==> src/rtl/vga_timing_pkg.sv <==
// Shared VGA timing defaults, colour-word field positions and the colour type
// used by the border output stage and its sync counter.
package vga_timing_pkg;

    localparam int CNT_W = 10;

    localparam int DEF_CLK_DIV  = 4;
    localparam int DEF_H_ACTIVE = 640;
    localparam int DEF_H_FP     = 16;
    localparam int DEF_H_SYNC   = 96;
    localparam int DEF_H_BP     = 48;
    localparam int DEF_V_ACTIVE = 480;
    localparam int DEF_V_FP     = 10;
    localparam int DEF_V_SYNC   = 2;
    localparam int DEF_V_BP     = 33;
    localparam int DEF_BORDER_W = 8;

    localparam int DEF_H_TOTAL = DEF_H_ACTIVE + DEF_H_FP + DEF_H_SYNC + DEF_H_BP;
    localparam int DEF_V_TOTAL = DEF_V_ACTIVE + DEF_V_FP + DEF_V_SYNC + DEF_V_BP;

    localparam int RED_LSB   = 0;
    localparam int RED_MSB   = 3;
    localparam int GREEN_LSB = 4;
    localparam int GREEN_MSB = 7;
    localparam int BLUE_LSB  = 8;
    localparam int BLUE_MSB  = 11;

    typedef logic [11:0] color_t;

endpackage

==> src/rtl/vga_sync_counter.sv <==
// Pixel-rate divider plus horizontal/vertical raster counters.
// pix_ce and frame_start are single-clock strobes in the system clock domain.
module vga_sync_counter
    import vga_timing_pkg::*;
#(
    parameter int CLK_DIV = DEF_CLK_DIV,
    parameter int H_TOTAL = DEF_H_TOTAL,
    parameter int V_TOTAL = DEF_V_TOTAL
) (
    input  logic             i_clk,
    input  logic             i_rst_n,
    output logic             o_pix_ce,
    output logic [CNT_W-1:0] o_hcount,
    output logic [CNT_W-1:0] o_vcount,
    output logic             o_frame_start
);

    localparam int DIV_W = $clog2(CLK_DIV);
    localparam logic [DIV_W-1:0] DIV_LAST = DIV_W'(CLK_DIV - 1);
    localparam logic [CNT_W-1:0] H_LAST   = CNT_W'(H_TOTAL - 1);
    localparam logic [CNT_W-1:0] V_LAST   = CNT_W'(V_TOTAL - 1);

    logic [DIV_W-1:0] r_div;
    logic [CNT_W-1:0] r_hcount;
    logic [CNT_W-1:0] r_vcount;
    logic             w_pix_ce;
    logic             w_h_last;
    logic             w_v_last;

    assign w_pix_ce = (r_div == DIV_LAST);
    assign w_h_last = (r_hcount == H_LAST);
    assign w_v_last = (r_vcount == V_LAST);

    // Free-running divider; the last count is the pixel enable.
    always_ff @(posedge i_clk or negedge i_rst_n) begin
        if (!i_rst_n)
            r_div <= '0;
        else if (w_pix_ce)
            r_div <= '0;
        else
            r_div <= r_div + 1'b1;
    end

    // Raster position: x wraps every line, y steps on each x wrap.
    always_ff @(posedge i_clk or negedge i_rst_n) begin
        if (!i_rst_n) begin
            r_hcount <= '0;
            r_vcount <= '0;
        end else if (w_pix_ce) begin
            if (w_h_last) begin
                r_hcount <= '0;
                r_vcount <= w_v_last ? '0 : r_vcount + 1'b1;
            end else begin
                r_hcount <= r_hcount + 1'b1;
            end
        end
    end

    assign o_pix_ce      = w_pix_ce;
    assign o_hcount      = r_hcount;
    assign o_vcount      = r_vcount;
    assign o_frame_start = w_pix_ce & w_h_last & w_v_last;

endmodule

==> src/rtl/vga_border_out.sv <==
// VGA output stage: decodes sync and border/interior regions from the raster
// counters and registers RGB/sync once per pixel.
// Optional build macro COLOR_LATCH_EN: colours are latched once per frame on
// frame_start so a frame is never painted with two different colours.
module vga_border_out
    import vga_timing_pkg::*;
#(
    parameter int CLK_DIV  = DEF_CLK_DIV,
    parameter int H_ACTIVE = DEF_H_ACTIVE,
    parameter int H_FP     = DEF_H_FP,
    parameter int H_SYNC   = DEF_H_SYNC,
    parameter int H_BP     = DEF_H_BP,
    parameter int V_ACTIVE = DEF_V_ACTIVE,
    parameter int V_FP     = DEF_V_FP,
    parameter int V_SYNC   = DEF_V_SYNC,
    parameter int V_BP     = DEF_V_BP,
    parameter int BORDER_W = DEF_BORDER_W
) (
    input  logic             CLK_100MHz,
    input  logic             RST_n,
    input  logic [11:0]      border,
    input  logic [11:0]      interior,
    output logic [3:0]       vga_r,
    output logic [3:0]       vga_g,
    output logic [3:0]       vga_b,
    output logic             hsync,
    output logic             vsync,
    output logic [CNT_W-1:0] hcount,
    output logic [CNT_W-1:0] vcount,
    output logic             frame_start
);

    localparam int H_TOTAL = H_ACTIVE + H_FP + H_SYNC + H_BP;
    localparam int V_TOTAL = V_ACTIVE + V_FP + V_SYNC + V_BP;

    localparam logic [CNT_W-1:0] H_ACT_C  = CNT_W'(H_ACTIVE);
    localparam logic [CNT_W-1:0] V_ACT_C  = CNT_W'(V_ACTIVE);
    localparam logic [CNT_W-1:0] HS_BEG   = CNT_W'(H_ACTIVE + H_FP);
    localparam logic [CNT_W-1:0] HS_END   = CNT_W'(H_ACTIVE + H_FP + H_SYNC);
    localparam logic [CNT_W-1:0] VS_BEG   = CNT_W'(V_ACTIVE + V_FP);
    localparam logic [CNT_W-1:0] VS_END   = CNT_W'(V_ACTIVE + V_FP + V_SYNC);
    localparam logic [CNT_W-1:0] BRD_LO   = CNT_W'(BORDER_W);
    localparam logic [CNT_W-1:0] H_BRD_HI = CNT_W'(H_ACTIVE - BORDER_W);
    localparam logic [CNT_W-1:0] V_BRD_HI = CNT_W'(V_ACTIVE - BORDER_W);

    logic             w_pix_ce;
    logic             w_frame_start;
    logic [CNT_W-1:0] w_hcount;
    logic [CNT_W-1:0] w_vcount;
    logic             w_active;
    logic             w_in_border;
    logic             w_hs_n;
    logic             w_vs_n;
    color_t           w_border;
    color_t           w_interior;
    color_t           w_rgb_next;
    color_t           r_rgb;
    logic             r_hsync;
    logic             r_vsync;

    vga_sync_counter #(
        .CLK_DIV (CLK_DIV),
        .H_TOTAL (H_TOTAL),
        .V_TOTAL (V_TOTAL)
    ) u_sync_counter (
        .i_clk         (CLK_100MHz),
        .i_rst_n       (RST_n),
        .o_pix_ce      (w_pix_ce),
        .o_hcount      (w_hcount),
        .o_vcount      (w_vcount),
        .o_frame_start (w_frame_start)
    );

    assign w_active    = (w_hcount < H_ACT_C) && (w_vcount < V_ACT_C);
    assign w_hs_n      = !((w_hcount >= HS_BEG) && (w_hcount < HS_END));
    assign w_vs_n      = !((w_vcount >= VS_BEG) && (w_vcount < VS_END));
    assign w_in_border = w_active &&
                         ((w_hcount < BRD_LO) || (w_hcount >= H_BRD_HI) ||
                          (w_vcount < BRD_LO) || (w_vcount >= V_BRD_HI));

`ifdef COLOR_LATCH_EN
    color_t r_border_sh;
    color_t r_interior_sh;

    // Colours are frozen at the frame wrap and held for the whole frame.
    always_ff @(posedge CLK_100MHz or negedge RST_n) begin
        if (!RST_n) begin
            r_border_sh   <= '0;
            r_interior_sh <= '0;
        end else if (w_frame_start) begin
            r_border_sh   <= border;
            r_interior_sh <= interior;
        end
    end

    assign w_border   = r_border_sh;
    assign w_interior = r_interior_sh;
`else
    assign w_border   = border;
    assign w_interior = interior;
`endif

    // Border has priority over interior; blanking outside the active area.
    always_comb begin
        w_rgb_next = '0;
        if (w_in_border)
            w_rgb_next = w_border;
        else if (w_active)
            w_rgb_next = w_interior;
    end

    // Output registers move once per pixel, one pixel behind the counters.
    always_ff @(posedge CLK_100MHz or negedge RST_n) begin
        if (!RST_n) begin
            r_rgb   <= '0;
            r_hsync <= 1'b1;
            r_vsync <= 1'b1;
        end else if (w_pix_ce) begin
            r_rgb   <= w_rgb_next;
            r_hsync <= w_hs_n;
            r_vsync <= w_vs_n;
        end
    end

    assign vga_r       = r_rgb[RED_MSB:RED_LSB];
    assign vga_g       = r_rgb[GREEN_MSB:GREEN_LSB];
    assign vga_b       = r_rgb[BLUE_MSB:BLUE_LSB];
    assign hsync       = r_hsync;
    assign vsync       = r_vsync;
    assign hcount      = w_hcount;
    assign vcount      = w_vcount;
    assign frame_start = w_frame_start;

endmodule

==> config.mk <==
export PLATFORM = sky130hd
export DESIGN_NAME = vga_border_out
export DESIGN_NICKNAME = d
export VERILOG_FILES = /design/src/rtl/vga_timing_pkg.sv /design/src/rtl/vga_sync_counter.sv /design/src/rtl/vga_border_out.sv
export SDC_FILE = /design/constraint.sdc
export NUM_CORES = 1
export LEC_CHECK = 0
export CELL_PAD_IN_SITES_DETAIL_PLACEMENT = 0
export CELL_PAD_IN_SITES_GLOBAL_PLACEMENT = 2
export CORE_ASPECT_RATIO = 1.75
export CORE_MARGIN = 2
export CORE_UTILIZATION = 26
export CTS_BUF_LIST = sky130_fd_sc_hd__clkbuf_4
export DETAILED_ROUTE_END_ITERATION = 7
export GPL_TIMING_DRIVEN = 0
export PLACE_DENSITY_LB_ADDON = 0.3
export SLEW_MARGIN = 20
export SYNTH_ARGS = -nofsm -noshare
export SYNTH_HDL_FRONTEND = slang
export SYNTH_SLANG_ARGS = --single-unit
==> constraint.sdc <==
create_clock -name CLK_100MHz -period 2.2 [get_ports CLK_100MHz]
set_clock_uncertainty 0.2 [all_clocks]
set_input_delay 0.33 -clock CLK_100MHz [delete_from_list [all_inputs] [get_ports CLK_100MHz]]
set_output_delay 0.33 -clock CLK_100MHz [all_outputs]
set_load 0.05 [all_outputs]
# After elaboration in Yosys (flattened, before gate mapping)
# Index checks and enable logic that the tools add are counted.
# W data, S select, Z words.
dict set report classes {
  add_sub_neg 3
  n_lt_le_gt_ge 10
  n_eq_ne 3
  n_mux 5
  n_bitwise 2
  n_reduce_logical 10
}
# cell n
set op_table {}
lappend op_table {{$mux W12} 2}
lappend op_table {{$add A10 B1 Y10 const B} 2}
lappend op_table {{$eq A10 B10 Y1 const B} 2}
lappend op_table {{$ge A10 B10 Y1 const B} 2}
lappend op_table {{$ge A10 B9 Y1 const B} 2}
lappend op_table {{$lt A10 B10 Y1 const B} 2}
lappend op_table {{$lt A10 B4 Y1 const B} 2}
lappend op_table {{$lt A10 B9 Y1 const B} 2}
lappend op_table {{$mux W10} 2}
lappend op_table {{$logic_and A1 B1 Y1} 4}
lappend op_table {{$logic_or A1 B1 Y1} 3}
lappend op_table {{$add A2 B1 Y2 const B} 1}
lappend op_table {{$and A1 B1 Y1} 2}
lappend op_table {{$eq A2 B2 Y1 const B} 1}
lappend op_table {{$logic_not A1 Y1} 2}
lappend op_table {{$mux W2} 1}
lappend op_table {{$reduce_and A2 Y1} 1}
dict set report totals {
  regBits 36
  inputBits 26
  wordCells 39
}

# Logic depth before layout (Yosys ltp)
dict set report logic_depth {
  depth_word 6
  mapped_depth 7
}

# Modules after synthesis
# Synthesis repeated with hierarchy kept, for this count alone.
dict set report hier_totals {
  cells_unflattened 205
  area_unflattened_um2 2042.0
}
# module instances cells_each area_per_inst_um2 seq_area_each_um2
set by_module_without_submodules {}
lappend by_module_without_submodules {vga_sync_counter 1 112 1107.3 550.5}
lappend by_module_without_submodules {vga_border_out 1 93 934.6 352.8}

# Worst setup path after synthesis
# OpenSTA, ideal clock, no wires.
dict set report synth_timing {
  path_type {register to output}
  startpoint {register u_sync_counter.r_hcount[0], in the netlist u_sync_counter.o_hcount[0]}
  endpoint {output frame_start}
  arrival_ns 2.454
  required_ns 1.670
  setup_slack_ns -0.784
  stages_incl_launch_ff 6
  n_path_buf 1
  path_cell_list {dfrtp_1 -> ha_1 -> nand3_1 -> or4_1 -> buf_6 -> nor3b_2}
}
dict set report synth_between {
  elab_chain_cells 3
}
# item line
set synth_lines {}
lappend synth_lines {{start, declared} vga_sync_counter.sv:24} ;# logic [CNT_W-1:0] r_hcount;
lappend synth_lines {{start signal, assigned} vga_sync_counter.sv:54} ;# r_hcount <= r_hcount + 1'b1;
lappend synth_lines {{$eq A10 B10 Y1} vga_sync_counter.sv:31} ;# assign w_h_last = (r_hcount == H_LAST);
lappend synth_lines {{$and A1 B1 Y1 (2 in series)} vga_sync_counter.sv:62} ;# assign o_frame_start = w_pix_ce & w_h_last & w_v_last;
lappend synth_lines {{end, declared} vga_border_out.sv:30} ;# output logic frame_start
# No other way between the ends.

# Final worst setup path
dict set report layout_timing {
  startpoint {register u_sync_counter.r_hcount[7], in the netlist u_sync_counter.o_hcount[7]}
  endpoint {output frame_start}
}
# Same word-level chain as after synthesis.

==> out/metrics.yaml <==
timing:
  rsz0062_at_grt: "true"
  maxSlewHeadroom_pct: 53.8
  fmax_mhz: 387
  maxSlewViolCount: 0
  setup_violations: 12
  tightest_slew_ps: 686
  finalCritPeriodShare_pct: 117
  min_period_ps: 2580
  final_hold_viol_count: 0
  fin_ws_ps: -382
place:
  post_dp_cell_area_um2: 2880
  dp_hpwl_um: 5040
  dp.cells: 373
  place.gp.congestion: 0.817
  pre_cts_ws_ps: -848
  port_buffers: 60
floorplanning:
  ios: 61
  core_um2: 7910
  die_w_um: 72.1
  rows: 43
  start_util_pct: 26.7
  die_h_um: 123
  die_area_um2: 8890
clock_tree:
  cts.sinks: 36
  cts_inserted_buffers: 5
  cts_buffer_depth: 2
  htree_num_levels: 2
  clock_latency_ps: 370
  path_clk_slew_ps: 140
  root_buffer: "clkbuf_4"
  cts_tree: "yes"
finish:
  finalNonFillerCells: 389
  nFillCells: 823
  drive_above_1_share_pct: 17.1
  multiInputGateArea_um2: 1140
  register_area_um2: 916
  design_area_um2: 3050
  syn2layout_area_growth_pct: 44.3
  post-route-util_pct: 38.5
  nNetsFinal: 328
run_status:
  status: "finished with violations"
  violations: "setup timing"
detailed_routing:
  post_drt_wl_per_cell_um: 17.6
  viasPerCell: 5.17
  drt_iter0_drc: 67
  firstDrtPassIters: 4
  drc: 0
  wl_um: 6830
  postRouteAntennaNets: 0
  vias: 2011
critical_path:
  endpoint: "frame_start"
  r2r_start: "u_sync_counter.o_hcount[7]$_DFFE_PN0P_"
  start_kind: "flop"
  r2r_slack_ps: -120
  path_max_fanout: 2
  worstPathArrival_ps: 2050
  reg2reg_to: "u_sync_counter.o_vcount[8]$_DFFE_PN0P_"
  cp-end-kind: "output port"
  path_class: "reg2out"
  cp.required_ps: 1670
  ff2ff_path_depth: 6
  startpoint: "u_sync_counter.o_hcount[7]$_DFFE_PN0P_"
global_routing:
  grt_use_total_pct: 16.1
  antenna_found_initial: 1
  grt_first_pass_wirelength_um: 10700
  grt_overflow: 0
  grt_start_max_net_pins: 21
  grt_pass1_vias: 2081
logic_synthesis:
  yosys_warnings: 0
  ys_types: 39
  async_flop_share_pct: 100
  syn-num-nets: 253
  synth_cells: 222
  ys_seq_area_share_pct: 42.8
  ys_seq_elements: 36
  synth_edf_count: 0
  synth-main-ff-cell: "dfrtp_1"
  synth.cell_area_um2: 2110
  avgSynthCellArea_um2: 9.51
power:
  p_per_area_nw_per_um2: 436
  vdd_drop_max_mv: 0.346
  leakagePower_uw: 0.00125
hold_path:
  hp-class: "in2async"
run:
  drv_cap: 0
-- cells in the final DEF, fill, tap and decap left out, drive strengths merged, types with 2 or more instances in the layout --
master / Yosys / routed
and3: 2 / 2
nor3: 5 / 5
a32oi: 12 / 12
clkbuf: 19 / 22
xor2: 4 / 4
dfstp: 2 / 2
a22o: 2 / 2
xnor2: 8 / 8
or3: 2 / 2
mux2: 2 / 2
a31oi: 2 / 2
nor4b: 2 / 2
nor4: 6 / 6
buf: 2 / 13
clkdlybuf4s50: 0 / 43
nand2: 11 / 11
nand4: 17 / 17
and4: 4 / 4
dlygate4sd2: 0 / 14
dfrtp: 34 / 34
ha: 5 / 5
inv: 7 / 7
nor2: 13 / 13
o211ai: 13 / 13
o2111ai: 2 / 2
o211a: 2 / 2
a21oi: 5 / 5
nand3: 18 / 18
o21ai: 3 / 3
a21boi: 12 / 12
-- how the worst min path moves through the flow --
stage                                        end  slack, ps  cells after the start
6_report                    r_rgb[9]$_DFFE_PN0P_        250                      2
3_3_place_gp   u_sync_counter.r_div[0]$_DFF_PN0_        210                      1
4_1_cts        u_sync_counter.r_div[0]$_DFF_PN0_        240                      1
2_1_floorplan               r_rgb[0]$_DFFE_PN0P_       -170                      0
3_5_place_dp                r_rgb[9]$_DFFE_PN0P_        150                      1
5_1_grt                     r_rgb[9]$_DFFE_PN0P_        260                      2
-- synth_stat cells, drive strengths merged, types with 4 or more instances --
library cell  instances  area [µm²]
xor2                  4        35.0
a32oi                12         105
nand4                17         106
a21oi                 5        25.0
a21boi               12        90.1
nor3                  5        30.0
nand3                18        90.1
o211ai               13        97.6
and4                  4        35.0
dfrtp                34         851
ha                    5        62.6
clkbuf               19        71.3
xnor2                 8        70.1
nand2                11        41.3
nor4                  6        58.8
nor2                 13        48.8
inv                   7        26.3
-- kinds of logic (layout without fill, tap and decap cells) --
logic type / Yosys count / count (layout) / synth area share [%]
mux: 3 / 3 / 1.54
compound gates: 55 / 55 / 19.7
xor+xnor: 12 / 12 / 4.98
buf+inv: 28 / 104 / 5.39
flops: 36 / 36 / 42.8
simple gates: 83 / 83 / 22.7
other cells: 0 / 1 / 0
fa+ha+maj: 5 / 5 / 2.96
-- worst max-delay path: stages, from the launching register on --
cell     delay, ps
dfrtp_2        430
or3_4          370
or4_4          460
nor3b_4        230
buf_6          190
-- layer usage --
| metal | track usage, % | wire (µm) |
|---|---|---|
| met3 | 2.69 | 311 |
| met1 | 18.1 | 2680 |
| met4 | 7.43 | 116 |
| met5 | 0 | 0 |
| met2 | 29.0 | 3720 |
-- timing repair --
| action | CTS | global route |
|---|---|---|
| buffers inserted | 5 | 4 |
| pin swaps | 2 | 3 |
| gates resized for setup | 32 | 6 |
| hold buffers | 1 | 0 |
| endpoints found under the hold margin | 18 | 0 |
| setup endpoints to repair | 34 | 24 |
-- sequential cells by signal (all words and copies together) (netlist names) --
| signal | count |
|---|---|
| u_sync_counter.r_div | 2 |
| hsync | 1 |
| u_sync_counter.o_vcount | 10 |
| r_rgb | 12 |
| u_sync_counter.o_hcount | 10 |
| vsync | 1 |
-- layout make-up --
type / instances / area share [%]
Buffer: 18 / 2.51
Inverter: 7 / 0.862
Clock buffer: 5 / 1.23
Multi-Input combinational cell: 158 / 37.5
Tap cell: 90 / 3.70
Sequential cell: 36 / 30.1
Clock inverter: 3 / 1.40
Antenna cell: 1 / 0.0821
Timing Repair Buffer: 71 / 22.7
-- through the flow --
stage	power, µW	setup TNS (ps)	hold slack [ps]
after global placement	835	-20740	214
final	1330	-807	246
after floorplan	746	-911	-166
after detailed placement	840	-4320	146
after global routing	1380	-3330	264
after CTS	1360	-988	244
-- where the power goes --
part           total (µW)  internal [µW]  switching, µW
Clock                 502            237            265
Sequential            679            673           6.12
Combinational         148           73.1           75.1
Total                1330            983            346
No activity file was read; power rests on OpenSTA's default activity.
